[config.mk]
export PLATFORM = sky130hd
export DESIGN_NAME = chip_shift_loader
export DESIGN_NICKNAME = d
export VERILOG_FILES = /design/src/rtl/chip_shift_loader.sv
export SDC_FILE = /design/constraint.sdc
export NUM_CORES = 1
export LEC_CHECK = 0
export BUFFER_PORTS_ARGS = -buffer_cell sky130_fd_sc_hd__clkbuf_2
export CAP_MARGIN = 20
export CORE_MARGIN = 2
export CORE_UTILIZATION = 53
export DETAILED_ROUTE_END_ITERATION = 16
export PLACE_DENSITY = 0.79
export SLEW_MARGIN = 20
export SYNTH_ARGS = -nofsm -noshare
export SYNTH_HDL_FRONTEND = slang
export SYNTH_SLANG_ARGS = --single-unit
[constraint.sdc]
create_clock -name clk -period 4.7 [get_ports clk]
set_input_delay 0.94 -clock clk [delete_from_list [all_inputs] [get_ports clk]]
set_output_delay 0.94 -clock clk [all_outputs]
set_load 0.005 [all_outputs]
[src/rtl/chip_shift_loader.sv]
`default_nettype none
// ============================================================================
// Module   : chip_shift_loader
// Purpose  : Serial back-end of the chip control path. Each accepted command
//            word is shifted MSB-first into the chip scan chain while the
//            chain's serial output is captured. The captured bits come back
//            as a parallel response word. The block also drives the divided
//            shift clock, the chain select and the latch strobe.
// Ports    : clk, rst                          - system clock, sync active-high reset
//            cmd_valid/cmd_ready/cmd_data      - command word in (valid/ready)
//            rsp_valid/rsp_ready/rsp_data      - captured word out (valid/ready)
//            rsp_perr                          - returned-parity mismatch flag
//            chip_sclk/chip_sdo/chip_sdi       - scan-chain shift clock and data
//            chip_cs_n/chip_latch              - chain select (low), load strobe
//            busy                              - high whenever not IDLE
// Options  : CHIP_SHIFT_PARITY_EN - appends one even-parity bit period to every
//            transfer and checks the parity bit returned by the chip.
// Revision : 1.0 - initial release
// ============================================================================
module chip_shift_loader #(
    parameter int DATA_W  = 32,
    parameter int CLK_DIV = 4
) (
    input  logic              clk,
    input  logic              rst,
    input  logic              cmd_valid,
    output logic              cmd_ready,
    input  logic [DATA_W-1:0] cmd_data,
    output logic              rsp_valid,
    input  logic              rsp_ready,
    output logic [DATA_W-1:0] rsp_data,
    output logic              rsp_perr,
    output logic              chip_sclk,
    output logic              chip_sdo,
    input  logic              chip_sdi,
    output logic              chip_cs_n,
    output logic              chip_latch,
    output logic              busy
);

`ifdef CHIP_SHIFT_PARITY_EN
    localparam int PAR_BITS = 1;
`else
    localparam int PAR_BITS = 0;
`endif
    localparam int TOTAL_BITS = DATA_W + PAR_BITS;
    localparam int BIT_W      = $clog2(TOTAL_BITS + 1);
    localparam int PH_W       = $clog2(CLK_DIV + 1);

    typedef enum logic [2:0] {
        ST_IDLE     = 3'd0,
        ST_SHIFT_LO = 3'd1,
        ST_SHIFT_HI = 3'd2,
        ST_LATCH    = 3'd3,
        ST_RESP     = 3'd4
    } state_t;

    state_t              state_q;
    logic [DATA_W-1:0]   shreg_q;
    logic [BIT_W-1:0]    bit_cnt_q;
    logic [PH_W-1:0]     phase_q;
    logic                sclk_q;
    logic                sdo_q;
    logic                cs_n_q;
    logic                latch_q;
    logic                busy_q;
    logic                rsp_valid_q;
    logic [DATA_W-1:0]   rsp_data_q;

    logic                w_phase_last;
    logic                w_sample;
    logic [BIT_W-1:0]    w_bit_cnt_inc;
    logic [DATA_W-1:0]   shreg_d;
    logic                sdo_d;

`ifdef CHIP_SHIFT_PARITY_EN
    logic                par_tx_q;
    logic                par_rx_q;
    logic                perr_q;
`endif

    // Ready is a pure decode so it is low while rst is held and high on the
    // very first cycle after rst is released.
    assign cmd_ready  = (state_q == ST_IDLE) && !rst;
    assign rsp_valid  = rsp_valid_q;
    assign rsp_data   = rsp_data_q;
    assign chip_sclk  = sclk_q;
    assign chip_sdo   = sdo_q;
    assign chip_cs_n  = cs_n_q;
    assign chip_latch = latch_q;
    assign busy       = busy_q;
`ifdef CHIP_SHIFT_PARITY_EN
    assign rsp_perr   = perr_q;
`else
    assign rsp_perr   = 1'b0;
`endif

    always_comb begin
        w_phase_last  = (phase_q == PH_W'(CLK_DIV - 1));
        w_bit_cnt_inc = bit_cnt_q + BIT_W'(1);
        // Data bits are captured on the first high cycle only; the parity bit
        // period (if any) never disturbs the captured word.
        w_sample      = (state_q == ST_SHIFT_HI) && (phase_q == '0) &&
                        (bit_cnt_q < BIT_W'(DATA_W));
        shreg_d       = w_sample ? {shreg_q[DATA_W-2:0], chip_sdi} : shreg_q;
        // Next bit to present is taken from the post-shift value so that a
        // one-cycle high phase (CLK_DIV=1) still advances correctly.
        sdo_d         = shreg_d[DATA_W-1];
`ifdef CHIP_SHIFT_PARITY_EN
        if (w_bit_cnt_inc == BIT_W'(DATA_W)) begin
            sdo_d = par_tx_q;
        end
`endif
    end

    always_ff @(posedge clk) begin
        if (rst) begin
            state_q     <= ST_IDLE;
            shreg_q     <= '0;
            bit_cnt_q   <= '0;
            phase_q     <= '0;
            sclk_q      <= 1'b0;
            sdo_q       <= 1'b0;
            cs_n_q      <= 1'b1;
            latch_q     <= 1'b0;
            busy_q      <= 1'b0;
            rsp_valid_q <= 1'b0;
            rsp_data_q  <= '0;
`ifdef CHIP_SHIFT_PARITY_EN
            par_tx_q    <= 1'b0;
            par_rx_q    <= 1'b0;
            perr_q      <= 1'b0;
`endif
        end else begin
            case (state_q)
                ST_IDLE: begin
                    if (cmd_valid && cmd_ready) begin
                        shreg_q   <= cmd_data;
                        bit_cnt_q <= '0;
                        phase_q   <= '0;
                        sclk_q    <= 1'b0;
                        sdo_q     <= cmd_data[DATA_W-1];
                        cs_n_q    <= 1'b0;
                        busy_q    <= 1'b1;
                        state_q   <= ST_SHIFT_LO;
`ifdef CHIP_SHIFT_PARITY_EN
                        par_tx_q  <= ^cmd_data;
`endif
                    end
                end

                ST_SHIFT_LO: begin
                    if (w_phase_last) begin
                        phase_q <= '0;
                        sclk_q  <= 1'b1;
                        state_q <= ST_SHIFT_HI;
                    end else begin
                        phase_q <= phase_q + PH_W'(1);
                    end
                end

                ST_SHIFT_HI: begin
                    shreg_q <= shreg_d;
`ifdef CHIP_SHIFT_PARITY_EN
                    if ((phase_q == '0) && (bit_cnt_q == BIT_W'(DATA_W))) begin
                        par_rx_q <= chip_sdi;
                    end
`endif
                    if (w_phase_last) begin
                        phase_q   <= '0;
                        sclk_q    <= 1'b0;
                        bit_cnt_q <= w_bit_cnt_inc;
                        if (w_bit_cnt_inc < BIT_W'(TOTAL_BITS)) begin
                            sdo_q   <= sdo_d;
                            state_q <= ST_SHIFT_LO;
                        end else begin
                            sdo_q   <= 1'b0;
                            cs_n_q  <= 1'b1;
                            latch_q <= 1'b1;
                            state_q <= ST_LATCH;
                        end
                    end else begin
                        phase_q <= phase_q + PH_W'(1);
                    end
                end

                ST_LATCH: begin
                    if (w_phase_last) begin
                        phase_q     <= '0;
                        latch_q     <= 1'b0;
                        rsp_valid_q <= 1'b1;
                        rsp_data_q  <= shreg_q;
`ifdef CHIP_SHIFT_PARITY_EN
                        perr_q      <= par_rx_q ^ (^shreg_q);
`endif
                        state_q     <= ST_RESP;
                    end else begin
                        phase_q <= phase_q + PH_W'(1);
                    end
                end

                ST_RESP: begin
                    if (rsp_ready) begin
                        rsp_valid_q <= 1'b0;
                        busy_q      <= 1'b0;
`ifdef CHIP_SHIFT_PARITY_EN
                        perr_q      <= 1'b0;
`endif
                        state_q     <= ST_IDLE;
                    end
                end

                default: begin
                    state_q <= ST_IDLE;
                end
            endcase
        end
    end

endmodule
`default_nettype wire

======== Yosys cells after proc, flatten, opt, wreduce, memory -nomap -nowiden ========
Cells that the tools add are included.
operators by class
  $lt $le $gt $ge ......................... 2
  equality and inequality tests ........... 12
  reduce and logical (&&, ||, !) cells .... 25
  multiplexer cells ....................... 32
  add/subtract/negate cells ............... 2
operators with widths
  cell                   count
  $mux W32               2
  $pmux W32 S2           1
  $mux W3                7
  $pmux W3 S5            1
  $lt A6 B6 Y1 const B   2
  $mux W6                2
  $ne A2 B2 Y1 const B   6
  $pmux W6 S2            1
  $reduce_and A3 Y1      4
  $reduce_and A4 Y1      3
  $mux W1                10
  $pmux W1 S2            5
  $reduce_bool A2 Y1     5
  $eq A3 B2 Y1 const B   3
  $add A6 B1 Y6 const B  1
  $logic_not A3 Y1       2
  $pmux W3 S2            1
  $reduce_and A2 Y1      3
  $reduce_and A5 Y1      1
  $logic_and A1 B1 Y1    4
  $add A3 B1 Y3 const B  1
  $eq A3 B1 Y1 const B   1
  $eq A3 B3 Y1 const B   1
  $pmux W1 S3            1
  other kinds (5)        5
storage, ports and cells
  register bits after elaboration ......... 82

======== Depth between registers and ports, before layout ========
Gate-level depths: netlist (run 1).
  depth after elaboration ................. 7
  mapped depth ............................ 8
  depth with buffers taken out ............ 6

======== Worst setup path before layout (run 1) ========
OpenSTA, ideal clock, no wires.
  path type ............................... input to register
  from .................................... input rst
  to ...................................... register bit_cnt_q[4]
  arrival ................................. 2.376 ns
  path buffers ............................ 1
  stages .................................. 5
  path slack .............................. 2.254 ns
  cells stage by stage .................... buf_6 or3b_4 a221o_1 or4_1 a21oi_1
on the way
  cells in the longest elaborated chain, start to end .. 5
RTL lines
  what                                line  text
  start, declared                     25    input logic rst,
  $logic_not A1 Y1                    84    assign cmd_ready = (state_q == ST_IDLE) && !rst;
  $logic_and A1 B1 Y1                 84
  $logic_and A1 B1 Y1                 137   if (cmd_valid && cmd_ready) begin
  $ne A2 B1 Y1 (no source line)       n/a
  $reduce_and A3 Y1 (no source line)  n/a
  end signal, assigned                172   bit_cnt_q <= w_bit_cnt_inc;
  end, declared                       60    logic [BIT_W-1:0] bit_cnt_q;
Several ways; a longest one is shown, not always the timed one.
A chain may end at the register's enable or synchronous reset.

======== Worst setup path in the final report (run 1) ========
  from .................................... input rst
  to ...................................... output cmd_ready
on the way
  cells in the longest elaborated chain, start to end .. 2
RTL lines
  what                 line  text
  $logic_not A1 Y1     84
  $logic_and A1 B1 Y1  84
  end, declared        27    output logic cmd_ready,
Every way passes these cells.

==> parameters.txt, run 1 <==
Parameter                              Value

Logic synthesis
  Area share of the largest cell type after synthesis    0.500
  Average instance area after synthesis    8.13 um^2
  Netlist cell types    40
  Largest family of logic cells by synthesized area    compound AO/OA/AOI/OAI gates
  Leading post-synthesis cells by cell area    sky130_fd_sc_hd__dfxtp_1, sky130_fd_sc_hd__nand2_1, sky130_fd_sc_hd__a21oi_1
  Sequential share of the synthesized area    0.500
  Net count after synthesis    444
  Register bit total from synthesis    82
  Number of synthesis warnings    0
  Simple-gate area share of the yosys netlist    0.196
  Share of synthesized cell area in full adder, half adder and majority cells    0.0114
  Count of mapped cells out of synthesis    404
  Post-synth top flop    sky130_fd_sc_hd__dfxtp_1
  Multiplexer area fraction after synthesis    0.00343
  Ys async rst share    0
  Number of flops mapped to enable cells by yosys    0
  Dominant cell type by area after synthesis    sky130_fd_sc_hd__dfxtp_1
  Most frequent cell after synthesis    sky130_fd_sc_hd__nand2_1
  Post-synthesis compound-gate area fraction    0.237
  Post-Syn Area    3280 um^2
  Post-synth top cells    sky130_fd_sc_hd__nand2_1, sky130_fd_sc_hd__dfxtp_1, sky130_fd_sc_hd__a21oi_1, sky130_fd_sc_hd__a22oi_1, sky130_fd_sc_hd__clkbuf_1
  Area share of xor/xnor cells in the synthesized design    0

Placement
  Detailed Place HPWL    5010 um
  Port Buf Inserts    75
  Cell area after placement    3650 um^2
  RePlAce Congestion    0.788
  DP Cell Count    525

STA
  Crit share post-route    0.542
  Worst-Margin Slew    715 ps
  Hold Fails Final Rpt    0
  Unrepaired setup endpoints after global routing    no
  Final setup skew    9.05 ps
  Final min period    2550 ps
  Tightest hold margin    458 ps
  Worst slew margin    0.524
  Final count of pins violating max slew    0
  Peak Freq    0.393 GHz
  Total setup violations reported at the end of the flow    0
  Setup total negative slack    0 ps

Finish
  Final design utilization    0.652
  Proportion of layout cells with a drive suffix above 1    0.217
  Final Cell Area    3880 um^2
  Number of diodes    0
  Count of non-filler cells in the finished layout    541
  Nets    501
  Area grow syn2layout    18.2%

Worst setup path
  Data arrival time of the worst path    1610 ps
  Critical path fanouts, max    10
  CP endpoint kind    output pin
  Kind of critical path    in2out
  Required time at the endpoint of the critical path    3760 ps
  Type of element launching the critical path    primary input
  Worst reg2reg path depth    4

Routing
  DRC errors left    0
  Antenna violation net count after detailed routing    0
  Total routed wirelength    7470 um
  First-pass iteration count of the detailed router    5
  DR vias/cell    5.55
  Iteration-0 DRC Markers    212
  Vias after detailed routing    3002
  Drt wl/cell    13.8 um

GRT
  Remaining Overflow, GRT    0
  Maximum number of pins on one net before global-route repair    74
  First-pass GRT wire length    12200 um
  Number of global-route vias before repair    2718
  Antenna violations before repair    0
  Global routing usage summed across all routing layers    0.233

Floorplanning
  Floorplan die area    6840 um^2
  Ports    77
  Die height    82.7 um
  Number of rows created at floorplan    28
  Starting density of the core    0.551
  Area of the core    5960 um^2
  Die Wd    82.7 um

Power and ir drop
  Pwr dens    392 nW/um^2
  Largest vdd supply drop    0.000238 V
  Leakage    1.46 nW

Hold path
  Number of cells on the worst hold path    2
  Class of the tightest hold or removal check    reg2reg

Clocking
  Number of H-tree levels    3
  Master cell of the clock root buffer    sky130_fd_sc_hd__clkbuf_8
  Clock buffer depth    2
  CTS tree    yes
  Clock net sink count    82
  Clk pin slew, worst setup/hold paths    80 ps
  Number of post-CTS setup repair buffers    0
  CTS hold repair buffers    0
  Clock buffers created by TritonCTS    9
  Skew-Pair Late Insertion Delay    350 ps
  Resize count post-CTS    0

Outcome
  Outcome    completed

Flow run
  Max_cap viols    0
==> state kept, by name (all words and copies together) (netlist names) <==
signal	flops
busy	1
state_q	3
phase_q	3
rsp_valid	1
chip_sclk	1
chip_sdo	1
chip_cs_n	1
shreg_q	32
chip_latch	1
bit_cnt_q	6
rsp_data	32
==> worst max-delay path, stage by stage <==
cell and delay (ps):
sky130_fd_sc_hd__clkbuf_2 170, sky130_fd_sc_hd__nor4_2 310, sky130_fd_sc_hd__clkbuf_2 180
==> per-layer routing <==
layer  GRT usage  vias to the layer above  routed length (um)
met5           0                        -                   0
met4      0.0951                        0                 114
met3      0.0500                       11                 470
met2       0.394                       95                3530
met1       0.288                     1382                3360
li1            -                     1514                   -
==> stage by stage <==
| stage | setup WS (ps) | total power [W] |
|---|---|---|
| 3_5_place_dp | 1900 | 0.000944 |
| 5_1_grt | 2020 | 0.00159 |
| 4_1_cts | 2140 | 0.00153 |
| 2_1_floorplan | 2250 | 0.000891 |
| 6_report | 2150 | 0.00152 |
| 3_3_place_gp | 1950 | 0.000940 |
==> power breakdown <==
group / leakage, nW / total (W) / switching [W] / internal (W)
sequential: 0.665 / 0.000761 / 0.0000331 / 0.000728
combinational: 0.686 / 0.000168 / 0.0000985 / 0.0000699
clock: 0.114 / 0.000593 / 0.000241 / 0.000352
==> cell usage in the layout, fill, tap and decap left out, types with 2 or more instances in the layout <==
cell and n:
sky130_fd_sc_hd__or3_1 3, sky130_fd_sc_hd__a221oi_1 2, sky130_fd_sc_hd__a311oi_1 2, sky130_fd_sc_hd__a22oi_1 31
sky130_fd_sc_hd__nor3_1 4, sky130_fd_sc_hd__clkbuf_2 75, sky130_fd_sc_hd__a21oi_1 74, sky130_fd_sc_hd__or2_2 2
sky130_fd_sc_hd__bufinv_16 3, sky130_fd_sc_hd__clkbuf_8 9, sky130_fd_sc_hd__nand2b_1 2, sky130_fd_sc_hd__nand3_1 5
sky130_fd_sc_hd__a211oi_1 4, sky130_fd_sc_hd__nor3b_1 2, sky130_fd_sc_hd__dfxtp_1 82, sky130_fd_sc_hd__ha_1 3
sky130_fd_sc_hd__o21ai_0 8, sky130_fd_sc_hd__nand2_1 107, sky130_fd_sc_hd__clkbuf_1 2, sky130_fd_sc_hd__nor2_1 8
sky130_fd_sc_hd__inv_1 7, sky130_fd_sc_hd__nor2b_1 5, sky130_fd_sc_hd__buf_4 4, sky130_fd_sc_hd__o21a_1 2
==> final timing paths <==
| check | to | slack (ps) | from |
|---|---|---|---|
| hold / removal | rsp_data[18] | 460 | rsp_data[18] |
| setup reg to reg | bit_cnt_q[4] | 2550 | state_q[2] |
| setup / recovery | cmd_ready | 2150 | rst |
| hold reg to reg | rsp_data[18] | 460 | rsp_data[18] |
==> layout make-up <==
| cell class | count | area, um^2 |
|---|---|---|
| clock inverters | 5 | 103 |
| flip-flops and latches | 82 | 1640 |
| clock buffers | 11 | 131 |
| inverters | 7 | 26.3 |
| repair buffers | 79 | 405 |
| fillers | 534 | 2070 |
| multi-input cells | 282 | 1480 |
| well taps | 75 | 93.8 |
==> cell families after synthesis <==
logic type,Yosys count
and+or+nand+nor,147
AOI/OAI and AO/OA,130
DFF,82
buffers and inverters,40
adders and majority gates,3
muxes,1
other,1
Note: power is estimated with default switching activity, not from simulation.
==> inputs of run 2 (changes only) <==
Clock period 4.7 ns to 2.45 ns, I/O delays scaled along.
==> run 2 against run 1 <==
Worst hold slack lost 60 ps. Non-clock buffer count increased by 9. Worst setup slack lost 1800 ps. Wire length is 2.0% higher.
==> parameters.txt, run 2 (synthesis results as in run 1) <==
Parameter                              Value

Outcome
  Outcome    completed

Power and ir drop
  Largest vdd supply drop    0.000382 V
  Total Power Consumption    0.00270 W
  Pwr dens    694 nW/um^2
  Leakage    1.49 nW

Worst setup path
  Critical path origin    state_q[2]
  Type of element launching the critical path    flop
  Kind of critical path    reg2reg
  Worst reg2reg path depth    5
  Reg-to-reg startpoint    state_q[2]
  Required time at the endpoint of the critical path    2720 ps
  Worst reg2reg endpoint    bit_cnt_q[3]
  Setup slack on the worst flop-to-flop path    380 ps
  CP endpoint kind    flop
  Critical path fanouts, max    12
  Data arrival time of the worst path    2340 ps

Clocking
  Clock net sink count    82
  Master cell of the clock root buffer    sky130_fd_sc_hd__clkbuf_8
  Clock buffers created by TritonCTS    9
  Number of H-tree levels    3
  Skew-Pair Late Insertion Delay    350 ps
  CTS hold repair buffers    0
  Clk pin slew, worst setup/hold paths    90 ps
  CTS tree    yes
  Clock buffer depth    2
  Resize count post-CTS    0
  Number of post-CTS setup repair buffers    0

Finish
  Total of fill cells in the finished design    530
  Area grow syn2layout    18.6%
  Final design utilization    0.654
  Proportion of layout cells with a drive suffix above 1    0.232
  Most common cell after layout, fill and taps aside    sky130_fd_sc_hd__nand2_1
  Number of diodes    0
  Nets    510
  Count of non-filler cells in the finished layout    550
  Highest-count cells in the layout ignoring fill and taps    sky130_fd_sc_hd__nand2_1, sky130_fd_sc_hd__dfxtp_1, sky130_fd_sc_hd__clkbuf_2

Hold path
  Class of the tightest hold or removal check    in2reg
  Worst Min Path Start    cmd_data[0]
  Number of cells on the worst hold path    3
  Worst Hold Path EP    shreg_q[0]

Placement
  Detailed Place HPWL    5210 um
  DP Cell Count    534
  Port Buf Inserts    75
  RePlAce Congestion    0.785

Routing
  Antenna violation net count after detailed routing    0
  Drt wl/cell    13.9 um
  Iteration-0 DRC Markers    229
  Total routed wirelength    7620 um
  DR vias/cell    5.50
  DRC errors left    0
  Vias after detailed routing    3023
  First-pass iteration count of the detailed router    5

Floorplanning
  Number of rows created at floorplan    28
  Ports    77
  Die Wd    82.7 um
  Die height    82.7 um
  Area of the core    5960 um^2
  Starting density of the core    0.551
  Floorplan die area    6840 um^2

STA
  Crit share post-route    0.845
  Total setup violations reported at the end of the flow    0
  Final count of pins violating max slew    0
  Peak Freq    0.483 GHz
  Unrepaired setup endpoints after global routing    no
  Worst-Margin Slew    672 ps
  Final min period    2070 ps
  Final setup skew    12.2 ps
  Worst slew margin    0.552
  Hold Fails Final Rpt    0
  Setup total negative slack    0 ps

GRT
  Global routing usage summed across all routing layers    0.234
  First-pass GRT wire length    12300 um
  Maximum number of pins on one net before global-route repair    70
  Number of global-route vias before repair    2778
  Antenna violations before repair    0
  Remaining Overflow, GRT    0

Flow run
  Max_cap viols    0
-- run 2: cell count changes in the layout (fill, tap and decap cells not counted), sizes merged --
| cell | previous run | this run |
|---|---|---|
| buf | 4 | 13 |
| clkbuf | 86 | 84 |
| inv | 7 | 12 |
| bufinv | 3 | 0 |
-- run 2: layout make-up --
type | instances | area [um^2] | share of cell area
inverters | 7 | 26.3 | 0.00675
clock inverters | 7 | 56.3 | 0.0145
repair buffers | 88 | 473 | 0.122
clock buffers | 9 | 124 | 0.0318
multi-input cells | 282 | 1480 | 0.380
well taps | 75 | 93.8 | 0.0241
flip-flops and latches | 82 | 1640 | 0.422
-- run 2: worst max-delay path by stage --
stage	end	cells after the start
floorplan	bit_cnt_q[4]	5
global placement	bit_cnt_q[3]	6
detailed placement	bit_cnt_q[3]	6
CTS	bit_cnt_q[3]	5
global route	bit_cnt_q[3]	5
finish	bit_cnt_q[3]	5
-- run 2: where the power goes --
group / total, W / leakage [nW] / switching (W) / internal [W]
combinational: 0.000343 / 0.729 / 0.000196 / 0.000147
clock: 0.000898 / 0.0914 / 0.000514 / 0.000384
sequential: 0.00146 / 0.665 / 0.0000627 / 0.00140
total: 0.00270 / 1.49 / 0.000773 / 0.00193
-- run 2: critical path, stage by stage, from the launching register on --
cell and delay [ps]:
sky130_fd_sc_hd__dfxtp_1 440, sky130_fd_sc_hd__or3b_4 460, sky130_fd_sc_hd__a221o_1 390, sky130_fd_sc_hd__buf_4 180
sky130_fd_sc_hd__or3_1 350, sky130_fd_sc_hd__a21oi_1 170
-- run 2: metal layers --
metal	wire, um	track usage
met5	0	0
met4	114	0.105
met3	494	0.0380
met2	3630	0.399
met1	3380	0.289
-- run 2: per-stage QoR --
stage | area (um^2) | hold WS [ps] | setup slack (ps)
after floorplan | 3280 | 442 | 454
after global placement | 3710 | 442 | 341
after detailed placement | 3710 | 446 | 233
after CTS | 3890 | 383 | 387
after global routing | 3890 | 392 | 272
final | 3890 | 398 | 379
==> inputs of run 3 (changes only) <==
Settings changed: CORE_UTILIZATION 53 to 48, PLACE_DENSITY 0.79 to 0.75.
Clock period 2.45 ns to 1.9 ns, I/O delays scaled along.
==> run 3 against run 2 <==
Design area grew 4.6%. Sequential power grew 29%. Die area grew 9.9%. Register-to-register slack lost 300 ps. Clock power grew 64%. Largest power group unchanged. Count of clock-buffer cells in the layout grew 2. Non-clock buffer count grew 9. Combinational power grew 45%. Clock skew shrank 4.7 ps. Critical path depth grew 1. Worst setup slack lost 300 ps.
==> parameters.txt, run 3 (synthesis results as in run 1) <==
Parameter                              Value

STA
  Worst-Margin Slew    812 ps
  Crit share post-route    0.957
  Unrepaired setup endpoints after global routing    no
  Total setup violations reported at the end of the flow    0
  Tightest hold margin    271 ps
  Peak Freq    0.550 GHz
  Hold Fails Final Rpt    0
  Worst slew margin    0.459
  Final count of pins violating max slew    0
  Setup total negative slack    0 ps
  Final min period    1820 ps
  Final setup skew    7.56 ps

Worst setup path
  Cell with the biggest individual delay on the critical path    sky130_fd_sc_hd__or3_4
  Gate family responsible for the most delay along the worst path    simple AND/OR/NAND/NOR gates
  Data arrival time of the worst path    2100 ps
  Worst reg2reg path depth    6
  Type of element launching the critical path    flop
  CP endpoint kind    flop
  Kind of critical path    reg2reg
  Logic depth of the worst path, buffers included    6
  Required time at the endpoint of the critical path    2190 ps
  Number of buffers and inverters on the critical path    2
  Critical path fanouts, max    11
  Crit path largest cell delay    360 ps
  Series of cell instances along the critical path    buf_6 -> or2_2 -> a221o_1 -> buf_4 -> or3_4 -> a21oi_2

GRT
  Maximum number of pins on one net before global-route repair    81
  First-pass GRT wire length    13200 um
  Antenna violations before repair    0
  Global routing usage summed across all routing layers    0.220
  Number of global-route vias before repair    2874
  Remaining Overflow, GRT    0

Routing
  Iteration-0 DRC Markers    261
  Total routed wirelength    7750 um
  Antenna violation net count after detailed routing    0
  First-pass iteration count of the detailed router    4
  DRC errors left    0
  Vias after detailed routing    3096
  DR vias/cell    5.49
  Drt wl/cell    13.7 um

Power and ir drop
  Share of total power consumed by net switching    0.257
  Share of total power in the clock network    0.382
  Proportion of power drawn by combinational gates    0.129
  Pwr dens    943 nW/um^2
  Largest vdd supply drop    0.000441 V
  Internal cell power    0.00285 W
  Register share of total power    0.489
  Switch Pwr    0.000988 W
  Leakage    1.57 nW

Placement
  RePlAce Congestion    0.819
  Detailed Place HPWL    5280 um
  Port Buf Inserts    75

Clocking
  CTS tree    yes
  Skew-Pair Late Insertion Delay    350 ps
  Master cell of the clock root buffer    sky130_fd_sc_hd__clkbuf_8
  Clock buffer depth    2
  Number of post-CTS setup repair buffers    0
  Number of H-tree levels    3
  Clock net sink count    82
  Clock buffers created by TritonCTS    9
  Clk pin slew, worst setup/hold paths    80 ps

Finish
  Nets    519
  Highest-count cells in the layout ignoring fill and taps    sky130_fd_sc_hd__nand2_1, sky130_fd_sc_hd__dfxtp_1, sky130_fd_sc_hd__clkbuf_2
  Number of diodes    0
  Area grow syn2layout    24.0%
  Proportion of layout cells with a drive suffix above 1    0.267
  Most common cell after layout, fill and taps aside    sky130_fd_sc_hd__nand2_1

Floorplanning
  Floorplan die area    7520 um^2
  Die height    86.7 um
  Die Wd    86.7 um
  Area of the core    6720 um^2
  Starting density of the core    0.489
  Number of rows created at floorplan    30
  Ports    77

Flow run
  Max_cap viols    0

Outcome
  Outcome    completed

Hold path
  Number of cells on the worst hold path    3
  Class of the tightest hold or removal check    in2reg
-- run 3: timing repair --
item                       CTS  global route
setup endpoints to repair    0            37
hold buffers                 0             0
gates resized for setup      0            11
hold endpoints to repair     0             0
-- run 3: area by class of cell --
| type | instances | area (um^2) |
|---|---|---|
| Fill cell | 610 | 2650 |
| Sequential cell | 82 | 1650 |
| Multi-Input combinational cell | 282 | 1510 |
| Timing Repair Buffer | 97 | 557 |
| Clock buffer | 11 | 151 |
| Tap cell | 80 | 100 |
| Clock inverter | 5 | 85.1 |
| Inverter | 7 | 26.3 |
-- run 3: tightest hold or removal path: stages --
cell                       delay (ps)
sky130_fd_sc_hd__clkbuf_2          80
sky130_fd_sc_hd__nand2_1           50
sky130_fd_sc_hd__a211oi_1          60
-- run 3: power groups by stage --
| stage | Combinational [W] | Sequential, W | Clock, W |
|---|---|---|---|
| floorplan | 0.000317 | 0.00189 | 0 |
| global placement | 0.000476 | 0.00191 | 0 |
| global route | 0.000557 | 0.00189 | 0.00157 |
| CTS | 0.000486 | 0.00187 | 0.00150 |
| detailed placement | 0.000483 | 0.00191 | 0 |
| finish | 0.000496 | 0.00188 | 0.00147 |
-- run 3: worst paths after layout --
path	from	end	slack, ps
setup / recovery	state_q[2]	bit_cnt_q[3]	80
hold / removal	cmd_data[0]	shreg_q[0]	270
setup reg to reg	state_q[2]	bit_cnt_q[3]	80
hold reg to reg	rsp_data[6]	rsp_data[6]	460
-- run 3: routing by layer --
layer  wire [um]  vias to the layer above  global-route usage
met5           0                        -                   0
met4         156                        0              0.0966
met3         327                       13              0.0381
met2        3600                       85               0.354
met1        3670                     1447               0.291
li1            -                     1551                   -
-- run 3: stage by stage --
step           utilization  area, um^2  instances  setup WS, ps  total power, W
2_1_floorplan            -        3280        404          14.1         0.00220
3_3_place_gp         0.565        3800        548         -34.0         0.00238
3_5_place_dp         0.565        3800        548         -78.4         0.00239
4_1_cts              0.601        4040        564          48.8         0.00385
5_1_grt              0.606        4070        564          2.84         0.00402
6_report             0.606        4070        564          80.9         0.00384
